==> config.mk <==
export PLATFORM = sky130hd
export DESIGN_NAME = univshift_ctrl
export DESIGN_NICKNAME = d
export VERILOG_FILES = /design/src/rtl/univshift_pkg.sv /design/src/rtl/univshift_cnt.sv /design/src/rtl/univshift_ctrl.sv
export SDC_FILE = /design/constraint.sdc
export NUM_CORES = 1
export LEC_CHECK = 0
export ABC_AREA = 0
export CAP_MARGIN = 20
export CORE_UTILIZATION = 47
export DETAILED_ROUTE_END_ITERATION = 10
export HOLD_SLACK_MARGIN = 0.12
export PLACE_DENSITY = 0.75
export SLEW_MARGIN = 20
export SYNTH_ARGS = -nofsm -noshare
export SYNTH_HDL_FRONTEND = slang
export SYNTH_SLANG_ARGS = --single-unit
==> constraint.sdc <==
create_clock -name Clock -period 2.1 [get_ports Clock]
set_input_delay 0.42 -clock Clock [delete_from_list [all_inputs] [get_ports Clock]]
set_output_delay 0.42 -clock Clock [all_outputs]
set_load 0.02 [all_outputs]
==> src/rtl/univshift_pkg.sv <==
// univshift_pkg: shared definitions for the universal shift register
// command sequencer.
//   - US_* select encodings driven onto the shifter's S input
//   - state_t: sequencer FSM states
//   - is_legal_mode(): whether a command mode can be driven onto S
package univshift_pkg;

  localparam logic [2:0] US_HOLD = 3'd0;
  localparam logic [2:0] US_SHR  = 3'd1;  // zero fill
  localparam logic [2:0] US_SHL  = 3'd2;
  localparam logic [2:0] US_ROR  = 3'd3;
  localparam logic [2:0] US_ROL  = 3'd4;
  localparam logic [2:0] US_ASR  = 3'd5;
  localparam logic [2:0] US_RSVD = 3'd6;
  localparam logic [2:0] US_LOAD = 3'd7;

  typedef enum logic [2:0] {
    ST_IDLE    = 3'd0,
    ST_LOAD    = 3'd1,
    ST_SHIFT   = 3'd2,
    ST_CAPTURE = 3'd3,
    ST_RESP    = 3'd4
  } state_t;

  // US_LOAD is a valid select but not a valid shift-phase mode.
  function automatic logic is_legal_mode(input logic [2:0] mode);
    return !((mode == US_LOAD) || (mode == US_RSVD));
  endfunction

endpackage

==> src/rtl/univshift_cnt.sv <==
// univshift_cnt: loadable down-counter with zero flag.
// Ports:
//   clk      - rising-edge clock
//   rstn     - synchronous reset, active-low (clears count)
//   load     - load load_val (has priority over dec)
//   load_val - value to load
//   dec      - decrement; saturates at zero, never wraps
//   cnt      - current remaining count
//   zero     - cnt == 0
module univshift_cnt #(
  parameter int CNT_W = 4
) (
  input  logic             clk,
  input  logic             rstn,
  input  logic             load,
  input  logic [CNT_W-1:0] load_val,
  input  logic             dec,
  output logic [CNT_W-1:0] cnt,
  output logic             zero
);

  always_ff @(posedge clk) begin
    if (!rstn) begin
      cnt <= '0;
    end else if (load) begin
      cnt <= load_val;
    end else if (dec && (cnt != '0)) begin
      cnt <= cnt - CNT_W'(1);
    end
  end

  assign zero = (cnt == '0);

endmodule

==> src/rtl/univshift_ctrl.sv <==
// univshift_ctrl: command sequencer for the universal shift register.
// Takes one command (optional parallel load, then N shift cycles in a
// chosen mode), drives the shifter's S/L inputs, captures its Q and
// returns it on a valid/ready response port.
// Ports:
//   Clock, Resetn                - clock, synchronous active-low reset
//   cmd_valid/cmd_ready          - command handshake (ready only in IDLE)
//   cmd_load/mode/count/data     - command fields
//   cmd_abort                    - only when UNIVSHIFT_ABORT_EN is defined
//   S, L                         - registered shifter select / load value
//   Q                            - shifter output (passed through untouched)
//   rsp_valid/rsp_ready          - response handshake
//   rsp_data, rsp_err            - captured Q, illegal-mode/abort flag
// Build option: define UNIVSHIFT_ABORT_EN to add the cmd_abort input.
//
// state   | meaning
// IDLE    | waiting for a command, S=HOLD
// LOAD    | S=LOAD, shifter loads L on the next edge
// SHIFT   | S=mode for exactly count edges
// CAPTURE | sample Q into rsp_data
// RESP    | response held until rsp_ready
module univshift_ctrl
  import univshift_pkg::*;
#(
  parameter int DATA_W = 4,
  parameter int CNT_W  = 4
) (
  input  logic              Clock,
  input  logic              Resetn,
  input  logic              cmd_valid,
  output logic              cmd_ready,
  input  logic              cmd_load,
  input  logic [2:0]        cmd_mode,
  input  logic [CNT_W-1:0]  cmd_count,
  input  logic [DATA_W-1:0] cmd_data,
`ifdef UNIVSHIFT_ABORT_EN
  input  logic              cmd_abort,
`endif
  output logic [2:0]        S,
  output logic [DATA_W-1:0] L,
  input  logic [DATA_W-1:0] Q,
  output logic              rsp_valid,
  input  logic              rsp_ready,
  output logic [DATA_W-1:0] rsp_data,
  output logic              rsp_err
);

  state_t            state;
  logic [2:0]        mode_q;
  logic              err_q;
  logic              abort;
  logic              cmd_legal;
  logic [2:0]        cmd_mode_eff;
  logic              cnt_load;
  logic              cnt_dec;
  logic [CNT_W-1:0]  cnt;
  logic              cnt_zero;
  logic              cnt_last;

`ifdef UNIVSHIFT_ABORT_EN
  assign abort = cmd_abort;
`else
  assign abort = 1'b0;
`endif

  // Illegal modes are replaced by HOLD so cycle timing is unchanged.
  assign cmd_legal    = is_legal_mode(cmd_mode);
  assign cmd_mode_eff = cmd_legal ? cmd_mode : US_HOLD;

  assign cmd_ready = (state == ST_IDLE);
  assign cnt_load  = (state == ST_IDLE) && cmd_valid;
  assign cnt_dec   = (state == ST_SHIFT);
  assign cnt_last  = (cnt == CNT_W'(1));

  univshift_cnt #(.CNT_W(CNT_W)) u_cnt (
    .clk      (Clock),
    .rstn     (Resetn),
    .load     (cnt_load),
    .load_val (cmd_count),
    .dec      (cnt_dec),
    .cnt      (cnt),
    .zero     (cnt_zero)
  );

  always_ff @(posedge Clock) begin
    if (!Resetn) begin
      state     <= ST_IDLE;
      S         <= US_HOLD;
      L         <= '0;
      rsp_valid <= 1'b0;
      rsp_data  <= '0;
      rsp_err   <= 1'b0;
      mode_q    <= US_HOLD;
      err_q     <= 1'b0;
    end else begin
      unique case (state)
        ST_IDLE: begin
          if (cmd_valid) begin
            mode_q <= cmd_mode_eff;
            err_q  <= !cmd_legal;
            if (cmd_load) begin
              state <= ST_LOAD;
              S     <= US_LOAD;
              L     <= cmd_data;
            end else if (cmd_count != '0) begin
              state <= ST_SHIFT;
              S     <= cmd_mode_eff;
            end else begin
              state <= ST_CAPTURE;
            end
          end
        end
        ST_LOAD: begin
          // The shifter loads on this edge regardless of abort.
          if (abort) begin
            S     <= US_HOLD;
            state <= ST_CAPTURE;
            err_q <= 1'b1;
          end else if (!cnt_zero) begin
            S     <= mode_q;
            state <= ST_SHIFT;
          end else begin
            S     <= US_HOLD;
            state <= ST_CAPTURE;
          end
        end
        ST_SHIFT: begin
          // S is already applied, so the shift on this edge happens even
          // when an abort arrives with it.
          if (abort || cnt_last) begin
            S     <= US_HOLD;
            state <= ST_CAPTURE;
            if (abort) err_q <= 1'b1;
          end
        end
        ST_CAPTURE: begin
          rsp_data  <= Q;
          rsp_err   <= err_q;
          rsp_valid <= 1'b1;
          state     <= ST_RESP;
        end
        ST_RESP: begin
          if (rsp_ready) begin
            rsp_valid <= 1'b0;
            state     <= ST_IDLE;
          end
        end
        default: begin
          S     <= US_HOLD;
          state <= ST_IDLE;
        end
      endcase
    end
  end

endmodule

==> out/results.tsv <==
metric	value	unit
average cell area after synthesis	8.43	µm²
crit path max fanout	5	
post-synthesis instance total	148	
Hold Fails Final Rpt	0	
Setup WS pre-CTS	-0.0956	ns
CTS Sinks	24	
routed vias/inst	5.47	
Peak supply drop	0.897	mV
WL final	2780	µm
WP buf/inv	2	
Core Box Area	2500	µm²
Fmax achieved	516	MHz
synthesized flop and latch total	24	
GRT Total Usage	21.1	%
Crit path max-delay family	buffers and inverters	
pin count of the biggest net entering global routing	21	
I/O Buffers	33	
antenna-violating nets left	0	
sequential fraction of the synthesis area	38.5	%
worst-case hold slack	0.464	ns
GPL Wtd Cong	0.769	
Worst-Margin Slew	0.451	ns
clk_skew	0.00451	ns
Wirelength per Cell	13.0	µm
# rows	18	
Remaining Overflow, GRT	0	
final instance area	1660	µm²
Cell Chain, Critical Path	or3_1 -> inv_2 -> dlygate4sd2_1	
CTS tree	yes	
Final #Nets	206	
chip width	53.5	µm
DRC	0	
1st-iter DRT viols	20	
Hold Path Class	flop to flop	
CP max stage cell	or3_1	
crit start category	flop	
largest cells by area after synthesis	dfxtp_1, a21oi_1, nand2_1, mux2i_1, a211oi_2	
Final WS setup	0.161	ns
met1 WL	1300	µm
Area Growth Syn to Fin	33.3	%
DIE AREA	2860	µm²
Synthesized Nets	170	
RSZ-0062 raised after global routing	false	
Slew Limit Headroom	69.9	%
Max-Cap Viols	0	
utilization after layout	66.5	%
placed wire-length estimate	2060	µm
antenna violations before repair	0	
PD cells	1300	nW/µm²
top sig layer	met4	
status	complete, no violations	
clk root buf	clkbuf_4	
fin crit period	1.94	ns
leakage	0.608	nW
Crit path required time	1.68	ns
part of the cycle the worst path needs	92.3	%
H-tree depth	1	
Worst-path clk slew	0.13	ns
ANT cells	0	
Yosys cell types	44	
Synth area leader	dfxtp_1	
Clock Path Buffers	2	
Die Ht	53.5	µm
Final setup viols	0	
Ys Warns	0	
Initial Util	49.9	%
Worst-Skew Late Latency	0.31	ns
via count	1166	
synthesized area	1250	µm²
Post-DP Area	1610	µm²
first-pass GRT wire length	4440	µm
share of cells above drive strength 1	13.7	%
vias in the first global route	1051	
routed wl met3	149	µm
TritonCTS Buffers	3	
peak per-stage delay on the critical path	0.43	ns
Setup TNS	0	ns
Worst Path Arrival	1.52	ns
Slew Limit Fails	0	
share of the synthesized area in the top cell type	38.5	%
routed wl met2	1310	µm
critical path class	flop to output pin	
Setup crit end kind	output pin	
Top Ports	34	
TritonRoute pass-1 iters	4	
-- synthesized netlist by cell type (all sizes together) --
master and instances:
or3 2, a21o 2, nand3 7, nor2 10, nor3 1, inv 8
or3b 2, nor2b 3, a2bb2oi 1, dfxtp 24, o41a 2, and2 2
a31oi 1, a22oi 1, buf 3, or4 1, dlygate4sd1 1, o21ai 4
clkbuf 4, a21oi 20, nand2 24, nor4b 2, nand2b 2, nor3b 2
ha 2, o2bb2ai 1, a221oi 1, and3b 1, o31ai 1, a211oi 6
mux2i 5, a32oi 1, nor4 1
-- final timing paths --
check	endpoint	cells past startpoint	start	slack (ns)
max	cmd_ready	3	state[0]	0.16
min	mode_q[1]	2	mode_q[1]	0.46
max reg2reg	S[0]	6	u_cnt.cnt[1]	0.40
min reg2reg	mode_q[1]	2	mode_q[1]	0.46
-- per-layer routing --
layer	track usage, %	vias up
li1	-	594
met1	27.8	525
met2	35.0	43
met3	3.16	4
met4	6.58	0
met5	0	-
-- cells in the final DEF, fill, tap and decap left out, drive strengths merged, types with 3 or more instances in the layout --
master,instances
a211oi,6
a21oi,20
buf,6
clkbuf,3
clkdlybuf4s50,32
dfxtp,24
inv,8
mux2i,5
nand2,24
nand3,7
nor2,10
nor2b,3
o21ai,4
-- cells by family (layout without fill, tap and decap cells) --
| family | Yosys count | after routing | synth area share [%] |
|---|---|---|---|
| flops | 24 | 24 | 38.5 |
| simple gates | 60 | 60 | 26.4 |
| compound gates | 41 | 41 | 22.8 |
| fa+ha+maj | 2 | 2 | 2.01 |
| mux | 5 | 5 | 4.01 |
| buf+inv | 16 | 51 | 6.32 |
-- metrics by stage --
step,total power (W),instances
after floorplan,0.00151,148
after global placement,0.00181,209
after detailed placement,0.00184,209
after CTS,0.00217,213
after global routing,0.00231,213
final,0.00216,213
-- state kept, by name (all words and copies together), names as in the netlist --
signal,count
L,4
rsp_data,4
u_cnt.cnt,4
S,3
mode_q,3
state,3
err_q,1
rsp_err,1
rsp_valid,1
-- worst reg2reg max path, cell delays in order, from the launching register on --
cell and delay [ns]:
dfxtp_1 0.33, inv_1 0.10, ha_1 0.14, or3b_4 0.38, a221oi_2 0.36, a21oi_1 0.13
a211oi_2 0.20
-- report_power, final --
part	internal [W]	switching, W
clock network	0.000193	0.000136
logic	0.000530	0.000671
registers	0.000566	0.0000642
-- layout make-up --
class | count | area [µm²]
Fill cell | 208 | 837
Inverter | 8 | 30.0
Sequential cell | 24 | 480
Clock buffer | 3 | 22.5
Clock inverter | 1 | 30.0
Tap cell | 30 | 37.5
Timing Repair Buffer | 39 | 374
Multi-Input combinational cell | 108 | 688
-- what timing repair did --
action | 4_1_cts | 5_1_grt
setup endpoints to repair | 1 | 0
hold endpoints to repair | 0 | 0
gates resized for setup | 1 | 0
hold buffers | 0 | 0
buffers inserted | 0 | 0
Note: power is estimated with default switching activity, not from simulation.
